## config.mk

```make
export PLATFORM = sky130hd
export DESIGN_NAME = pfd_lock_ctrl
export DESIGN_NICKNAME = d
export VERILOG_FILES = /design/src/rtl/pfd_lock_ctrl.sv
export SDC_FILE = /design/constraint.sdc
export NUM_CORES = 1
export LEC_CHECK = 0
export CAP_MARGIN = 20
export CORE_UTILIZATION = 42
export CTS_CLUSTER_SIZE = 40
export DETAILED_ROUTE_END_ITERATION = 10
export GPL_TIMING_DRIVEN = 0
export SETUP_SLACK_MARGIN = 0.2
export SKIP_LAST_GASP = 1
export SYNTH_ARGS = -nofsm -noshare
export SYNTH_HDL_FRONTEND = slang
export SYNTH_SLANG_ARGS = --single-unit
```

## constraint.sdc

```tcl
create_clock -name clk -period 4.87 [get_ports clk]
set_input_delay 0.974 -clock clk [delete_from_list [all_inputs] [get_ports clk]]
set_output_delay 0.974 -clock clk [all_outputs]
set_load 0.01 [all_outputs]
```

## src/rtl/pfd_lock_ctrl.sv

```systemverilog
// PFD / charge-pump start-up sequencer with lock detection, loss-of-lock and acquisition timeout.
// Optional macro PFD_LOCK_AUTORETRY_EN: FAIL auto-retries through PRST after 16 cycles.
module pfd_lock_ctrl #(
    parameter int unsigned RST_CYC    = 4,
    parameter int unsigned LOCK_CNT   = 64,
    parameter int unsigned UNLOCK_CNT = 4,
    parameter int unsigned TIMEOUT    = 4096,
    parameter int unsigned CNT_W      = 16
) (
    input  logic       clk,
    input  logic       reset,
    input  logic       en,
    input  logic       up_smp,
    input  logic       dn_smp,
    output logic       pfd_rstb,
    output logic       cp_en,
    output logic       locked,
    output logic       fail,
    output logic       unlock_pulse,
    output logic [2:0] state
);

    typedef enum logic [2:0] {
        StIdle   = 3'd0,
        StPrst   = 3'd1,
        StAcq    = 3'd2,
        StLocked = 3'd3,
        StFail   = 3'd4
    } state_e;

    localparam logic [CNT_W-1:0] RstLast   = CNT_W'(RST_CYC - 1);
    localparam logic [CNT_W-1:0] LockMax   = CNT_W'(LOCK_CNT);
    localparam logic [CNT_W-1:0] UnlockMax = CNT_W'(UNLOCK_CNT);
    localparam logic [CNT_W-1:0] TmoMax    = CNT_W'(TIMEOUT);

    state_e           state_q, state_d;
    logic [CNT_W-1:0] rst_cnt_q, rst_cnt_d;
    logic [CNT_W-1:0] good_cnt_q, good_cnt_d;
    logic [CNT_W-1:0] tmo_cnt_q, tmo_cnt_d;
    logic [CNT_W-1:0] bad_cnt_q, bad_cnt_d;
    logic             pfd_rstb_q, pfd_rstb_d;
    logic             cp_en_q, cp_en_d;
    logic             locked_q, locked_d;
    logic             fail_q, fail_d;
    logic             unlock_q, unlock_d;
    logic             bad;

`ifdef PFD_LOCK_AUTORETRY_EN
    logic [3:0] retry_wait_q, retry_wait_d;
    logic [3:0] retry_cnt_q, retry_cnt_d;
`endif

    assign bad = up_smp | dn_smp;

    always_comb begin
        state_d    = state_q;
        rst_cnt_d  = rst_cnt_q;
        good_cnt_d = good_cnt_q;
        tmo_cnt_d  = tmo_cnt_q;
        bad_cnt_d  = bad_cnt_q;
        unlock_d   = 1'b0;
`ifdef PFD_LOCK_AUTORETRY_EN
        retry_wait_d = retry_wait_q;
        retry_cnt_d  = retry_cnt_q;
`endif
        if (!en) begin
            state_d    = StIdle;
            rst_cnt_d  = '0;
            good_cnt_d = '0;
            tmo_cnt_d  = '0;
            bad_cnt_d  = '0;
`ifdef PFD_LOCK_AUTORETRY_EN
            retry_wait_d = '0;
            retry_cnt_d  = '0;
`endif
        end else begin
            case (state_q)
                StIdle: begin
                    state_d   = StPrst;
                    rst_cnt_d = '0;
                end
                StPrst: begin
                    if (rst_cnt_q >= RstLast) begin
                        state_d    = StAcq;
                        good_cnt_d = '0;
                        tmo_cnt_d  = '0;
                    end else begin
                        rst_cnt_d = rst_cnt_q + 1'b1;
                    end
                end
                StAcq: begin
                    good_cnt_d = bad ? '0 :
                                 (good_cnt_q >= LockMax) ? good_cnt_q : good_cnt_q + 1'b1;
                    tmo_cnt_d  = (tmo_cnt_q >= TmoMax) ? tmo_cnt_q : tmo_cnt_q + 1'b1;
                    // Lock takes priority over a timeout landing on the same edge.
                    if (good_cnt_d >= LockMax) begin
                        state_d   = StLocked;
                        bad_cnt_d = '0;
                    end else if (tmo_cnt_d >= TmoMax) begin
                        state_d = StFail;
`ifdef PFD_LOCK_AUTORETRY_EN
                        retry_wait_d = '0;
`endif
                    end
                end
                StLocked: begin
                    bad_cnt_d = !bad ? '0 :
                                (bad_cnt_q >= UnlockMax) ? bad_cnt_q : bad_cnt_q + 1'b1;
                    if (bad_cnt_d >= UnlockMax) begin
                        state_d    = StAcq;
                        unlock_d   = 1'b1;
                        good_cnt_d = '0;
                        tmo_cnt_d  = '0;
                        bad_cnt_d  = '0;
                    end
                end
                StFail: begin
`ifdef PFD_LOCK_AUTORETRY_EN
                    if (retry_wait_q == 4'd15) begin
                        state_d      = StPrst;
                        rst_cnt_d    = '0;
                        retry_wait_d = '0;
                        retry_cnt_d  = (retry_cnt_q == 4'd15) ? retry_cnt_q : retry_cnt_q + 1'b1;
                    end else begin
                        retry_wait_d = retry_wait_q + 1'b1;
                    end
`endif
                end
                default: state_d = StIdle;
            endcase
        end

        // Outputs are decoded from the next state so they change on the transition edge.
        pfd_rstb_d = (state_d == StAcq) || (state_d == StLocked);
        cp_en_d    = pfd_rstb_d;
        locked_d   = (state_d == StLocked);
`ifdef PFD_LOCK_AUTORETRY_EN
        fail_d = (state_d == StFail) ||
                 (fail_q && (state_d != StIdle) && (state_d != StLocked));
`else
        fail_d = (state_d == StFail);
`endif
    end

    always_ff @(posedge clk or posedge reset) begin
        if (reset) begin
            state_q    <= StIdle;
            rst_cnt_q  <= '0;
            good_cnt_q <= '0;
            tmo_cnt_q  <= '0;
            bad_cnt_q  <= '0;
            pfd_rstb_q <= 1'b0;
            cp_en_q    <= 1'b0;
            locked_q   <= 1'b0;
            fail_q     <= 1'b0;
            unlock_q   <= 1'b0;
        end else begin
            state_q    <= state_d;
            rst_cnt_q  <= rst_cnt_d;
            good_cnt_q <= good_cnt_d;
            tmo_cnt_q  <= tmo_cnt_d;
            bad_cnt_q  <= bad_cnt_d;
            pfd_rstb_q <= pfd_rstb_d;
            cp_en_q    <= cp_en_d;
            locked_q   <= locked_d;
            fail_q     <= fail_d;
            unlock_q   <= unlock_d;
        end
    end

`ifdef PFD_LOCK_AUTORETRY_EN
    always_ff @(posedge clk or posedge reset) begin
        if (reset) begin
            retry_wait_q <= '0;
            retry_cnt_q  <= '0;
        end else begin
            retry_wait_q <= retry_wait_d;
            retry_cnt_q  <= retry_cnt_d;
        end
    end
`endif

    assign pfd_rstb     = pfd_rstb_q;
    assign cp_en        = cp_en_q;
    assign locked       = locked_q;
    assign fail         = fail_q;
    assign unlock_pulse = unlock_q;
    assign state        = state_q;

endmodule

```

==> results.yml <==
floorplanning:
  die_area_um2: 7800
  rows: 31
  ioPinCount: 13
  die_h_um: 88.3
  core_area_um2: 7210
  start_util_pct: 43.4
  die_x_um: 88.3
power_and_ir_drop:
  power.leakage_nw: 1.59
  vdd_drop_max_mv: 0.198
  power.total_mw: 1.10
  p_per_area_nw_per_um2: 308
setup_path:
  worstPathRequired_ns: 5.13
  cp.arrival_ns: 2.85
  reg2reg_depth: 7
  setup.worst_path.end_class: "register"
  reg2reg_from: "bad_cnt_q[1]"
  critPathLaunchType: "primary input"
  r2r_slack_ns: 2.73
  cp_max_fo: 10
  path_class: "in2reg"
  reg2reg_to: "good_cnt_q[5]"
logic_synthesis:
  synth-edff-count: 0
  synth_warnings: 0
  ys_seq_area_share_pct: 56.8
  ys_top_cells_by_count: "dfrtp_1 (71), nand2_1 (27), and2_1 (26)"
  syn-instance-count: 291
  syn_avg_cell_area_um2: 10.8
  yosys-top-cells-area: "dfrtp_1 (57%), and2_1 (5.2%), o21ai_0 (3.5%)"
  yosys_most_used_dff: "dfrtp_1"
  yosysMostFrequentCell: "dfrtp_1"
  ys_types: 42
  synth-async-reset-ratio_pct: 100
  synth_area_leader_cell: "dfrtp_1"
  synth_nets: 303
  yosysTopAreaCellShare_pct: 56.8
  netlist_area_um2: 3130
  synth_seq_cells: 71
timing:
  finalCriticalPeriod_ns: 2.59
  rsz0062_at_grt: "false"
  max_freq_ghz: 0.386
  worstMarginPinSlew_ns: 0.838
  drv_slew: 0
  finClkSkew_ns: 0.00774
  fin_crit_sh_pct: 53.1
  setup_tns_ns: 0
  max_slew_margin_pct: 44.1
  finalSetupViolCount: 0
  hold_viol_final: 0
drt:
  drc: 0
  detail_route.wl_per_cell_um: 13.4
  ant_nets: 0
  routed_wl_um: 5590
  drtPass1Iterations: 4
  vias: 2099
  via_per_inst: 5.02
  drt_iter0_drc: 56
cells_and_area:
  drive_gt1_share_pct: 9.40
  nets: 326
  utilization_pct: 49.5
  syn2layout_area_growth_pct: 14.2
  diodes: 0
clocking:
  clock_sinks: 71
  clk_pin_slew_ns: 0.07
  clkLatencyLatePin_ns: 0.34
  postCtsSetupBuffers: 0
  clockBufferDepth: 2
  cts_buffers: 9
  ctsHoldBuffers: 0
  cts.repair.resized: 0
  root_buffer: "clkbuf_8"
  cts_tree: "yes"
  htreeDepth: 3
grt:
  grt-ovfl-total: 0
  grt_use_met2_pct: 24.1
  grt_pass1_vias: 2016
  grt_use_met1_pct: 23.4
  track_usage_pct: 16.7
  grt_pass1_wl_um: 9740
  grt-busiest-layer: "met2"
  grt_max_degree: 72
  antenna_found_initial: 0
  gr-usage-met3_pct: 5.88
worst_hold_path:
  min_from: "bad_cnt_q[15]"
  min_to: "bad_cnt_q[15]"
  worstHoldPathCells: 1
  hold_path.class: "reg2reg"
status:
  outcome: "finished, final reports clean"
flow_run:
  drv_cap: 0
place:
  dp_hpwl_um: 3820
  gp_congestion: 0.761
  port_buffers: 12
-- layout by cell type (no fill, tap or decap), types with 3 or more instances in the layout --
cell             count
nand3_1              4
o21ai_0             22
xnor2_1              5
nor2_1              22
a21oi_1              4
mux2i_1              3
clkbuf_1             6
dfrtp_1             71
and3_1               4
nor3_1               5
clkbuf_8            10
clkinv_2             3
clkdlybuf4s50_1     12
inv_1               13
o22a_1               5
ha_1                 7
buf_2                4
nand4_1              8
nor2b_1             11
nand2_1             27
xor2_1               6
and2_1              26
nor4_1               8
-- logic make-up (layout without fill, tap and decap cells) --
group | count (synthesis) | count (layout) | share of synthesized area [%]
AND/OR/NAND/NOR | 128 | 128 | 23.4
flip-flops | 71 | 71 | 56.8
AO/OA/AOI/OAI | 45 | 45 | 9.40
buffers and inverters | 25 | 53 | 3.28
XOR/XNOR | 11 | 11 | 3.08
adder cells (fa/ha/maj) | 7 | 7 | 2.80
multiplexers | 4 | 4 | 1.32
-- metrics by stage --
| stage | cells | hold slack, ns | worst slack (ns) | instance area (um2) |
|---|---|---|---|---|
| 6_report | 418 | 0.488 | 2.28 | 3570 |
| 5_1_grt | 418 | 0.501 | 2.13 | 3570 |
| 4_1_cts | 418 | 0.493 | 2.26 | 3570 |
| 3_5_place_dp | 402 | 0.471 | 1.94 | 3380 |
| 3_3_place_gp | 402 | 0.470 | 0.885 | 3370 |
| 2_1_floorplan | 291 | 0.454 | 2.10 | 3130 |
-- worst max-delay path: stages --
cell and delay (ns):
clkdlybuf4s50_1 0.64, nand4bb_1 0.22, or3_1 0.34, clkbuf_1 0.18, nor2b_1 0.17, buf_2 0.18, nor2b_1 0.14
-- flip-flops by register name, indices dropped and copies added (netlist names) --
signal	flops
locked	1
cp_en	1
rst_cnt_q	16
bad_cnt_q	16
tmo_cnt_q	16
unlock_pulse	1
fail	1
good_cnt_q	16
state	3
-- metal layers --
metal / share of wire [%] / routed length [um]
met4: 1.3 / 74
met5: 0 / 0
met1: 50 / 2820
met2: 45 / 2530
met3: 3.0 / 168
-- how the worst max path moves through the flow --
stage,start,endpoint,slack (ns)
2_1_floorplan,reset,bad_cnt_q[0],2.10
3_3_place_gp,reset,unlock_pulse,0.88
3_5_place_dp,en,good_cnt_q[11],1.94
4_1_cts,en,good_cnt_q[9],2.26
5_1_grt,en,good_cnt_q[9],2.13
6_report,en,good_cnt_q[9],2.28
-- cell type report --
| type | count | area (um2) |
|---|---|---|
| fill | 693 | 3640 |
| sequential | 71 | 1780 |
| multi-input combinational | 195 | 1250 |
| clock buffer | 10 | 138 |
| tap | 99 | 124 |
| timing repair buffer | 12 | 120 |
| clock inverter | 6 | 60.1 |
| inverter | 14 | 55.1 |
| buffer | 11 | 50.0 |
-- where the power goes --
group	total [mW]	internal, mW	switching, mW
Combinational	0.0458	0.0127	0.0330
Clock	0.461	0.247	0.213
Sequential	0.593	0.591	0.00162
Note: power is estimated with default switching activity, not from simulation.
